## src/rtl/data_delay_pipe.sv

```systemverilog
// data_delay_pipe
// Fixed-latency delay line that carries a valid/data token pair through
// LATENCY register stages. The stages advance together on ready_in, freeze
// when it is low, and are cleared by flush or rst. LATENCY=0 builds a
// combinational pass-through.
//
// Ports
//   clk        in   rising-edge clock for all state
//   rst        in   synchronous active-high reset
//   valid_in   in   token present at the input this cycle
//   data_in    in   payload accompanying valid_in
//   ready_in   in   advance enable; 0 freezes every stage
//   flush      in   synchronous kill of all in-flight tokens
//   valid_out  out  token present in the last stage
//   data_out   out  payload of the last stage
//   count      out  number of valid tokens held in the stages
//   empty      out  high when count is zero
module data_delay_pipe #(
  parameter int LATENCY    = 4,
  parameter int DATA_WIDTH = 32,
  parameter int CNT_WIDTH  = (LATENCY < 1) ? 1 : $clog2(LATENCY + 1)
) (
  input  logic                  clk,
  input  logic                  rst,
  input  logic                  valid_in,
  input  logic [DATA_WIDTH-1:0] data_in,
  input  logic                  ready_in,
  input  logic                  flush,
  output logic                  valid_out,
  output logic [DATA_WIDTH-1:0] data_out,
  output logic [CNT_WIDTH-1:0]  count,
  output logic                  empty
);

  if (LATENCY == 0) begin : g_passthru
    // No storage: clock, reset and advance enable have nothing to act on.
    logic w_unused;
    assign w_unused  = &{1'b0, clk, rst, ready_in};

    assign valid_out = valid_in & ~flush;
    assign data_out  = data_in;
    assign count     = '0;
    assign empty     = 1'b1;
  end else begin : g_pipe
    logic [LATENCY-1:0]    r_valid;
    logic [DATA_WIDTH-1:0] r_data [LATENCY];
    logic [CNT_WIDTH-1:0]  r_count;
    logic [CNT_WIDTH-1:0]  w_count_next;

    // Entry and exit on the same advance edge cancel, so the counter tracks
    // the popcount of r_valid without a population-count tree.
    assign w_count_next = r_count + CNT_WIDTH'(valid_in)
                                  - CNT_WIDTH'(r_valid[LATENCY-1]);

    always_ff @(posedge clk) begin
      if (rst) begin
        r_valid <= '0;
        r_count <= '0;
        for (int i = 0; i < LATENCY; i++) begin
          r_data[i] <= '0;
        end
      end else if (flush) begin
        // Data registers are left alone; only the valid bits matter.
        r_valid <= '0;
        r_count <= '0;
      end else if (ready_in) begin
        r_valid[0] <= valid_in;
        r_data[0]  <= data_in;
        for (int i = 1; i < LATENCY; i++) begin
          r_valid[i] <= r_valid[i-1];
          r_data[i]  <= r_data[i-1];
        end
        r_count <= w_count_next;
      end
    end

    assign valid_out = r_valid[LATENCY-1];
    assign data_out  = r_data[LATENCY-1];
    assign count     = r_count;
    assign empty     = (r_count == '0);
  end

endmodule
```

## config.mk

```make
export PLATFORM = sky130hd
export DESIGN_NAME = data_delay_pipe
export DESIGN_NICKNAME = d
export VERILOG_FILES = /design/src/rtl/data_delay_pipe.sv
export SDC_FILE = /design/constraint.sdc
export NUM_CORES = 1
export LEC_CHECK = 0
export BUFFER_PORTS_ARGS = -buffer_cell sky130_fd_sc_hd__buf_2
export CORE_MARGIN = 8
export CORE_UTILIZATION = 45
export DETAILED_ROUTE_END_ITERATION = 7
export HOLD_SLACK_MARGIN = 0.1
export SLEW_MARGIN = 20
export SYNTH_ARGS = -nofsm -noshare
export SYNTH_HDL_FRONTEND = slang
export SYNTH_SLANG_ARGS = --single-unit
```

## constraint.sdc

```tcl
create_clock -name clk -period 4.85 [get_ports clk]
set_input_delay 0.7275 -clock clk [delete_from_list [all_inputs] [get_ports clk]]
set_output_delay 0.7275 -clock clk [all_outputs]
set_load 0.005 [all_outputs]
```

== After elaboration in Yosys (flattened, before gate mapping) ==
Memory sizes are Yosys's and may differ from the RTL's.
Cells that the tools add are included.
Cells by class
  reductions and logical operators: 2
  bitwise operators: 4
  add/subtract/negate cells: 2
  multiplexer cells: 10
Operators with widths (number)
  2-to-1 mux 32 bit: 4
  2-to-1 mux 1 bit: 6
  bitwise OR 1 bit: 4
  adder 3 x 1 -> 3 bit: 1
  zero test 3 bit: 1
  subtractor 3 x 1 -> 3 bit: 1
  OR reduction 2 bit: 1
Word-level totals
  output and inout port bits: 37
  RAM bits: 128
  logic and storage cells: 21
  register bits: 7
  memories kept: 1
Memories
  g_pipe.r_data: words 4, width 32, read ports 4, clocked after Yosys merged registers in 0, write ports 4, RTL line 46  | logic [DATA_WIDTH-1:0] r_data [LATENCY];

== Logic depth before layout (Yosys ltp) ==
Gate-level depths: netlist of the first run.
  depth in word-level cells: 5
  gate-level depth with buffers: 9

== Worst setup path before layout of the first run ==
OpenSTA, ideal clock, no wires.
  path type: input to register
  from: in ready_in
  to: mem g_pipe.r_data[0][0] (enable)
  stages: 3
  slack: 636 ps
  arrival: 3722 ps
  buffers on the path: 1
  cell sequence: buf_6 -> nand2b_4 -> or2b_1
RTL lines
  start, declared: RTL line 27  | input logic ready_in,
  end, declared: RTL line 46

==> run metrics, run 1 <==
CTS tree built; Initial Util 45.7%; drt initial violations 179; Post-Synthesis Cells 339; crit share post-route 46.3%; Leakage Power 2.59 nW; Worst Skew 5.91 ps; YS warnings 0; flops & latches, synth 135; main combinational cell family by area after synthesis simple AND/OR/NAND/NOR gates; hold-fix buffers at CTS 0; Post-Synth XOR/XNOR Area 0.161%; Seq/Total Area, Yosys between 70% and 80%; vias in the first global route ~2500; DP HPWL about 4.3 mm; Synth Area in Compound Gates less than 1%; latest clock arrival within the worst-skew pair 410 ps; via count 2441; endpoints failing setup 0; unrepaired setup endpoints after global routing false; Nets approximately 430; WP data required slightly below 5000 ps; initial antenna violation count 0; chip width 126 um; area grow syn2layout 15.8%; H-tree levels 4; Die Ht around 130 um; Max-slew headroom 36.7%; site row count 40; CTS Root Cell clkbuf_16; Clock Sinks 135; CTS Buf Count 17; CTS clk-pin slew, worst paths 60 ps; GPL Wtd Cong 0.693; crit-path max FO 69; min Tclk post-route 2250 ps; maximum VDD drop 0.222 mV; final setup TNS 0 ps; most common cell after layout, fill and taps aside edfxtp_1; CP Capture Type register; Max Fclk 445 MHz; die area 0.0159 mm2; global-route wire length before repair roughly 12 mm; post-synthesis simple-gate area fraction between 10% and 20%; DRC viols 0; via/cell ratio 4.47; library cells used by synthesis 21; post-CTS resize count 0; Tot Pwr 2.78 mW; dpl ws ~2200 ps; multiplexer share of the synthesized area 0.918%; Slew @ Worst Pin 950 ps; Max clock buf depth 2; Critical Path AT 2330 ps; share of cells above drive strength 1 between 40% and 50%; final worst slack 2600 ps; Synth Area in Adders less than 1%; setup bufs post-CTS 0; Yosys top cell by area edfxtp_1; Worst Setup Start Kind input pin; Cell Area, Synth 0.00545 mm2; crit path kind input pin to register; drt total wl ~7 mm; final count of hold timing violations 0; Synth area leaders edfxtp_1 71%, and2_2 12%, buf_4 4.4%; I/O Pins 74; Avg Inst Size Synth between 15 and 20 um2; DRT antenna net count 0; total core area approximately 0.012 mm2; most frequent cells in the layout 128 x edfxtp_1, 90 x and2_2, 73 x buf_2; pwr/cell area 441 mW/mm2; IO Port Bufs 73; min-delay worst type register to register; max-slew violation count 0; status finished, final reports clean; WL/cell 13.1 um; 1st-pass router iterations 4; synthesized net count approximately 380; pin count of the biggest net entering global routing 70; diode count 0; GR Util All Layers 9.61%; max_cap viols 0; grt ovf 0; Yosys top cell area share 70.5%
==> registers in the layout, indices dropped and copies added, names as in the netlist <==
register        count
g_pipe.r_valid      4
count               3
g_pipe.r_data     128
==> final cells by class <==
cell class / instances / area [um2]
Clock buffer: 19 / 433
Inverter: 4 / 15.0
Tap cell: 147 / 184
Clock inverter: 13 / 180
Multi-Input combinational cell: 152 / 1110
Sequential cell: 135 / 3980
Fill cell: 957 / 5600
Timing Repair Buffer: 76 / 400
==> where the power goes <==
group	switching, mW	internal, mW	total [mW]
combinational	0.0569	0.0437	0.101
sequential	0.0141	1.35	1.37
clock	0.457	0.857	1.31
==> metrics by stage <==
step	hold slack [ps]	std cells	instance area [um2]	util [%]
finish	514	546	6310	53.0
global route	528	546	6310	53.0
CTS	517	546	6310	53.0
detailed placement	502	514	5700	47.8
global placement	482	514	5700	47.8
floorplan	460	339	5450	-
==> metal layers <==
layer  global-route usage, %  part of all wire [%]  vias to the layer above
li1                        -                     -                     1221
met1                    9.60                    40                     1149
met2                    15.6                    52                       56
met3                    4.35                   5.6                       15
met4                    7.15                   3.0                        0
met5                       0                     0                        -
==> logic make-up (layout without fill, tap and decap cells) <==
| family | count (synthesis) | count (layout) |
|---|---|---|
| mux | 5 | 5 |
| simple gates | 140 | 140 |
| buf+inv | 52 | 112 |
| compound gates | 3 | 3 |
| flops | 135 | 135 |
| xor+xnor | 1 | 1 |
| fa+ha+maj | 3 | 3 |
==> critical path: stages <==
cell,delay (ps)
buf_2,240
nand2b_4,90
or2b_4,830
buf_12,380
==> final timing paths <==
path	from	to	slack (ps)	cells after the start
max	ready_in	g_pipe.r_data[0][116]$_SDFFCE_PN0P_	2600	4
min	g_pipe.r_data[0][95]$_SDFFCE_PN0P_	g_pipe.r_data[0][127]$_SDFFCE_PN0P_	510	1
max reg2reg	count[0]$_SDFFE_PP0P_	count[2]$_SDFFE_PP0P_	2950	9
min reg2reg	g_pipe.r_data[0][95]$_SDFFCE_PN0P_	g_pipe.r_data[0][127]$_SDFFCE_PN0P_	510	1
==> cell usage after synthesis <==
cell      count
buf_2         1
nor3_1        1
nor2_1        7
xor2_1        1
dfxtp_1       7
buf_4        32
a31o_2        1
fa_1          1
ha_1          2
nor2_4        1
or2_1         1
clkbuf_2     12
a211oi_1      2
nand2b_4      1
and2_1       38
buf_6         3
and2_2       90
inv_1         4
edfxtp_1    128
or2b_1        1
mux2i_1       5
No activity file was read; power rests on OpenSTA's default activity.
==> run 2: changes to the inputs <==
- ABC_AREA: default -> 1
- clock period: 4.85 -> 2.2 ns (I/O delays scaled with it)
==> run metrics, run 2 <==
Yosys top cell by area edfxtp_1 (unchanged); Slew @ Worst Pin 482 ps (was 950 ps); drt initial violations 188 (was 179); WP data required 2540 ps (was 4930 ps); global-route wire length before repair 13.4 mm (was 11.6 mm); DP HPWL 5.12 mm (was 4.29 mm); maximum VDD drop 0.407 mV (was 0.222 mV); via count 2931 (was 2441); Initial Util 46.3% (was 45.7%); share of cells above drive strength 1 21.2% (was 49.9%); endpoints failing setup 0 (unchanged); initial antenna violation count 0 (unchanged); GPL Wtd Cong 0.750 (was 0.693); Seq/Total Area, Yosys 71.3% (was 73.1%); crit-path max FO 3 (was 69); H-tree levels 4 (unchanged); Max clock buf depth 2 (unchanged); synthesized net count 516 (was 379); part of the power in the clock network 43.5% (was 47.3%); GR Util All Layers 10.6% (was 9.61%); status finished, final reports clean (unchanged); 1st-pass router iterations 4 (unchanged); Reg power frac 51.6% (was 49.1%); CTS tree built (unchanged); Max-slew headroom 67.8% (was 36.7%); Post-Synthesis Cells 476 (was 339); hold-fix buffers at CTS 0 (unchanged); sw frac 21.1% (was 19.0%); top-count cell post-synth nor2_1 (was edfxtp_1); Avg Inst Size Synth 11.7 um2 (was 16.1 um2); chip width 127 um (was 126 um); crit path max-delay cell type fa_1 (was or2b_4); Most flops, register g_pipe.r_data (unchanged); Worst Setup Start Kind register (was input pin); pin count of the biggest net entering global routing 50 (was 70); unrepaired setup endpoints after global routing false (unchanged); max-slew violation count 0 (unchanged); Util after Layout 53.1% (was 53.0%); internal power 4.63 mW (was 2.25 mW); grt ovf 0 (unchanged); CP Capture Type register (unchanged); Comb pwr share 4.9% (was 3.6%); Yosys top cell area share 68.8% (was 70.5%); Clock Sinks 135 (unchanged); Leakage Power 2.87 nW (was 2.59 nW); Cell Area, Synth 0.00558 mm2 (was 0.00545 mm2); latest clock arrival within the worst-skew pair 410 ps (about the same); dpl ws 420 ps (was 2150 ps); Synth area leaders edfxtp_1 69%, nor2_1 9.4%, inv_1 9.0% (was edfxtp_1 71%, and2_2 12%, buf_4 4.4%); CTS clk-pin slew, worst paths 60 ps (about the same); Cell Chain, Critical Path inv_1 > ha_1 > inv_1 > ha_1 > inv_1 > fa_1 > nand2_1 > nand2_1 > nor2_1 > nor2_1 > nor2_1 (was buf_2 > nand2b_4 > or2b_4 > buf_12); max_cap viols 0 (unchanged); site row count 40 (unchanged); worst hold slack 179 ps (was 514 ps); Nets 570 (was 426); CTS Root Cell clkbuf_16 (unchanged); most instantiated cells after synthesis 140 x nor2_1, 134 x inv_1, 128 x edfxtp_1, 32 x buf_4, 11 x clkbuf_8 (was 128 x edfxtp_1, 90 x and2_2, 38 x and2_1, 32 x buf_4, 12 x clkbuf_2); switching pwr 1.23 mW (was 528 uW); final count of hold timing violations 0 (unchanged); DRT antenna net count 0 (unchanged); vias in the first global route 3080 (was 2471); area grow syn2layout 14.7% (was 15.8%); flops & latches, synth 135 (unchanged); total core area 0.0121 mm2 (was 0.0119 mm2); post-CTS resize count 0 (unchanged); crit share post-route 81.4%; crit path kind register to register (was input pin to register); Critical Path AT 2130 ps (was 2330 ps); Primary FF master, synth edfxtp_1 (unchanged); EDFF count, synth 128 (unchanged); library cells used by synthesis 18 (was 21); YS warnings 0 (unchanged); WL/cell 11.2 um (was 13.1 um); final worst slack 410 ps (was 2600 ps); IO Port Bufs 73 (unchanged); most common cell after layout, fill and taps aside nor2_1 (was edfxtp_1); diode count 0 (unchanged); die area 0.0162 mm2 (was 0.0159 mm2); min-delay worst type input pin to register (was register to register); DRC viols 0 (unchanged); Max Fclk 559 MHz; min Tclk post-route around 1800 ps; I/O Pins 74 (unchanged); pwr/cell area 915 mW/mm2 (was 441 mW/mm2); slowest stage delay, CP 400 ps (was 830 ps); setup bufs post-CTS 0 (unchanged); Largest register FFs 128 (unchanged); ys async rst share 0% (unchanged); CTS Buf Count 17 (unchanged); drt total wl 7.97 mm (was 7.15 mm); most frequent cells in the layout 140 x nor2_1, 133 x inv_1, 128 x edfxtp_1 (was 128 x edfxtp_1, 90 x and2_2, 73 x buf_2); Die Ht 127 um (was 126 um); via/cell ratio 4.12 (was 4.47); Worst Skew 11.1 ps (was 5.91 ps)
## run 2: cell count changes after synthesis, moves of 2 or more
| cell | before | now |
|---|---|---|
| o21ai_0 | 0 | 6 |
| clkbuf_2 | 12 | 0 |
| mux2i_1 | 5 | 0 |
| a211oi_1 | 2 | 0 |
| clkbuf_8 | 0 | 11 |
| and2_2 | 90 | 0 |
| inv_1 | 4 | 134 |
| nor2_1 | 7 | 140 |
| nand2_1 | 0 | 4 |
| a21oi_1 | 0 | 2 |
| and2_1 | 38 | 0 |
## run 2: critical path: cells and delay by family (launching register included)
family,cells,cell delay [ps]
fa+ha+maj,3,800
simple gates,5,410
flops,1,350
buf+inv,3,180
## run 2: cell families (layout without fill, tap and decap cells)
group | after synthesis | in the layout | share of synthesized area, %
buf+inv | 181 | 248 | 16.7
simple gates | 148 | 148 | 10.3
flops | 135 | 135 | 71.3
compound gates | 9 | 9 | 0.852
fa+ha+maj | 3 | 3 | 0.807
## run 2: final cells by class
type	instances	area, um2
clock buffers	18	429
clock inverters	14	110
fillers	1098	5660
inverters	134	508
multi-input cells	160	678
flip-flops and latches	135	3980
well taps	168	210
repair buffers	82	483
## run 2: power groups by stage
| stage | Combinational (mW) | Sequential [mW] | Clock, mW |
|---|---|---|---|
| final | 0.289 | 3.02 | 2.55 |
| after global routing | 0.333 | 3.04 | 2.72 |
| after CTS | 0.299 | 3.02 | 2.61 |
| after detailed placement | 0.297 | 3.08 | 0 |
| after global placement | 0.289 | 3.07 | 0 |
| after floorplan | 0.230 | 3.07 | 0 |
## run 2: worst paths after layout
kind / slack [ps] / start / depth (start not counted) / end
setup / recovery: 410 / count[0]$_SDFFE_PP0P_ / 11 / count[2]$_SDFFE_PP0P_
hold / removal: 180 / valid_in / 3 / g_pipe.r_valid[0]$_SDFFE_PP0P_
setup reg to reg: 410 / count[0]$_SDFFE_PP0P_ / 11 / count[2]$_SDFFE_PP0P_
hold reg to reg: 500 / g_pipe.r_valid[0]$_SDFFE_PP0P_ / 2 / g_pipe.r_valid[1]$_SDFFE_PP0P_
## run 2: metrics by stage
stage | instances | setup TNS, ps | total power, mW | cell area, um2
6_report | 711 | 0 | 5.86 | 6400
5_1_grt | 711 | 0 | 6.10 | 6400
4_1_cts | 711 | 0 | 5.93 | 6400
3_5_place_dp | 679 | 0 | 3.37 | 5860
3_3_place_gp | 679 | 0 | 3.36 | 5860
2_1_floorplan | 476 | -83190 | 3.30 | 5620
## run 2: layer usage
layer | GRT usage (%) | wire length, um | vias to the layer above
li1 | - | - | 1522
met1 | 10.8 | 3270 | 1340
met2 | 18.0 | 4080 | 59
met3 | 4.58 | 500 | 10
met4 | 5.67 | 118 | 0
met5 | 0 | 0 | -
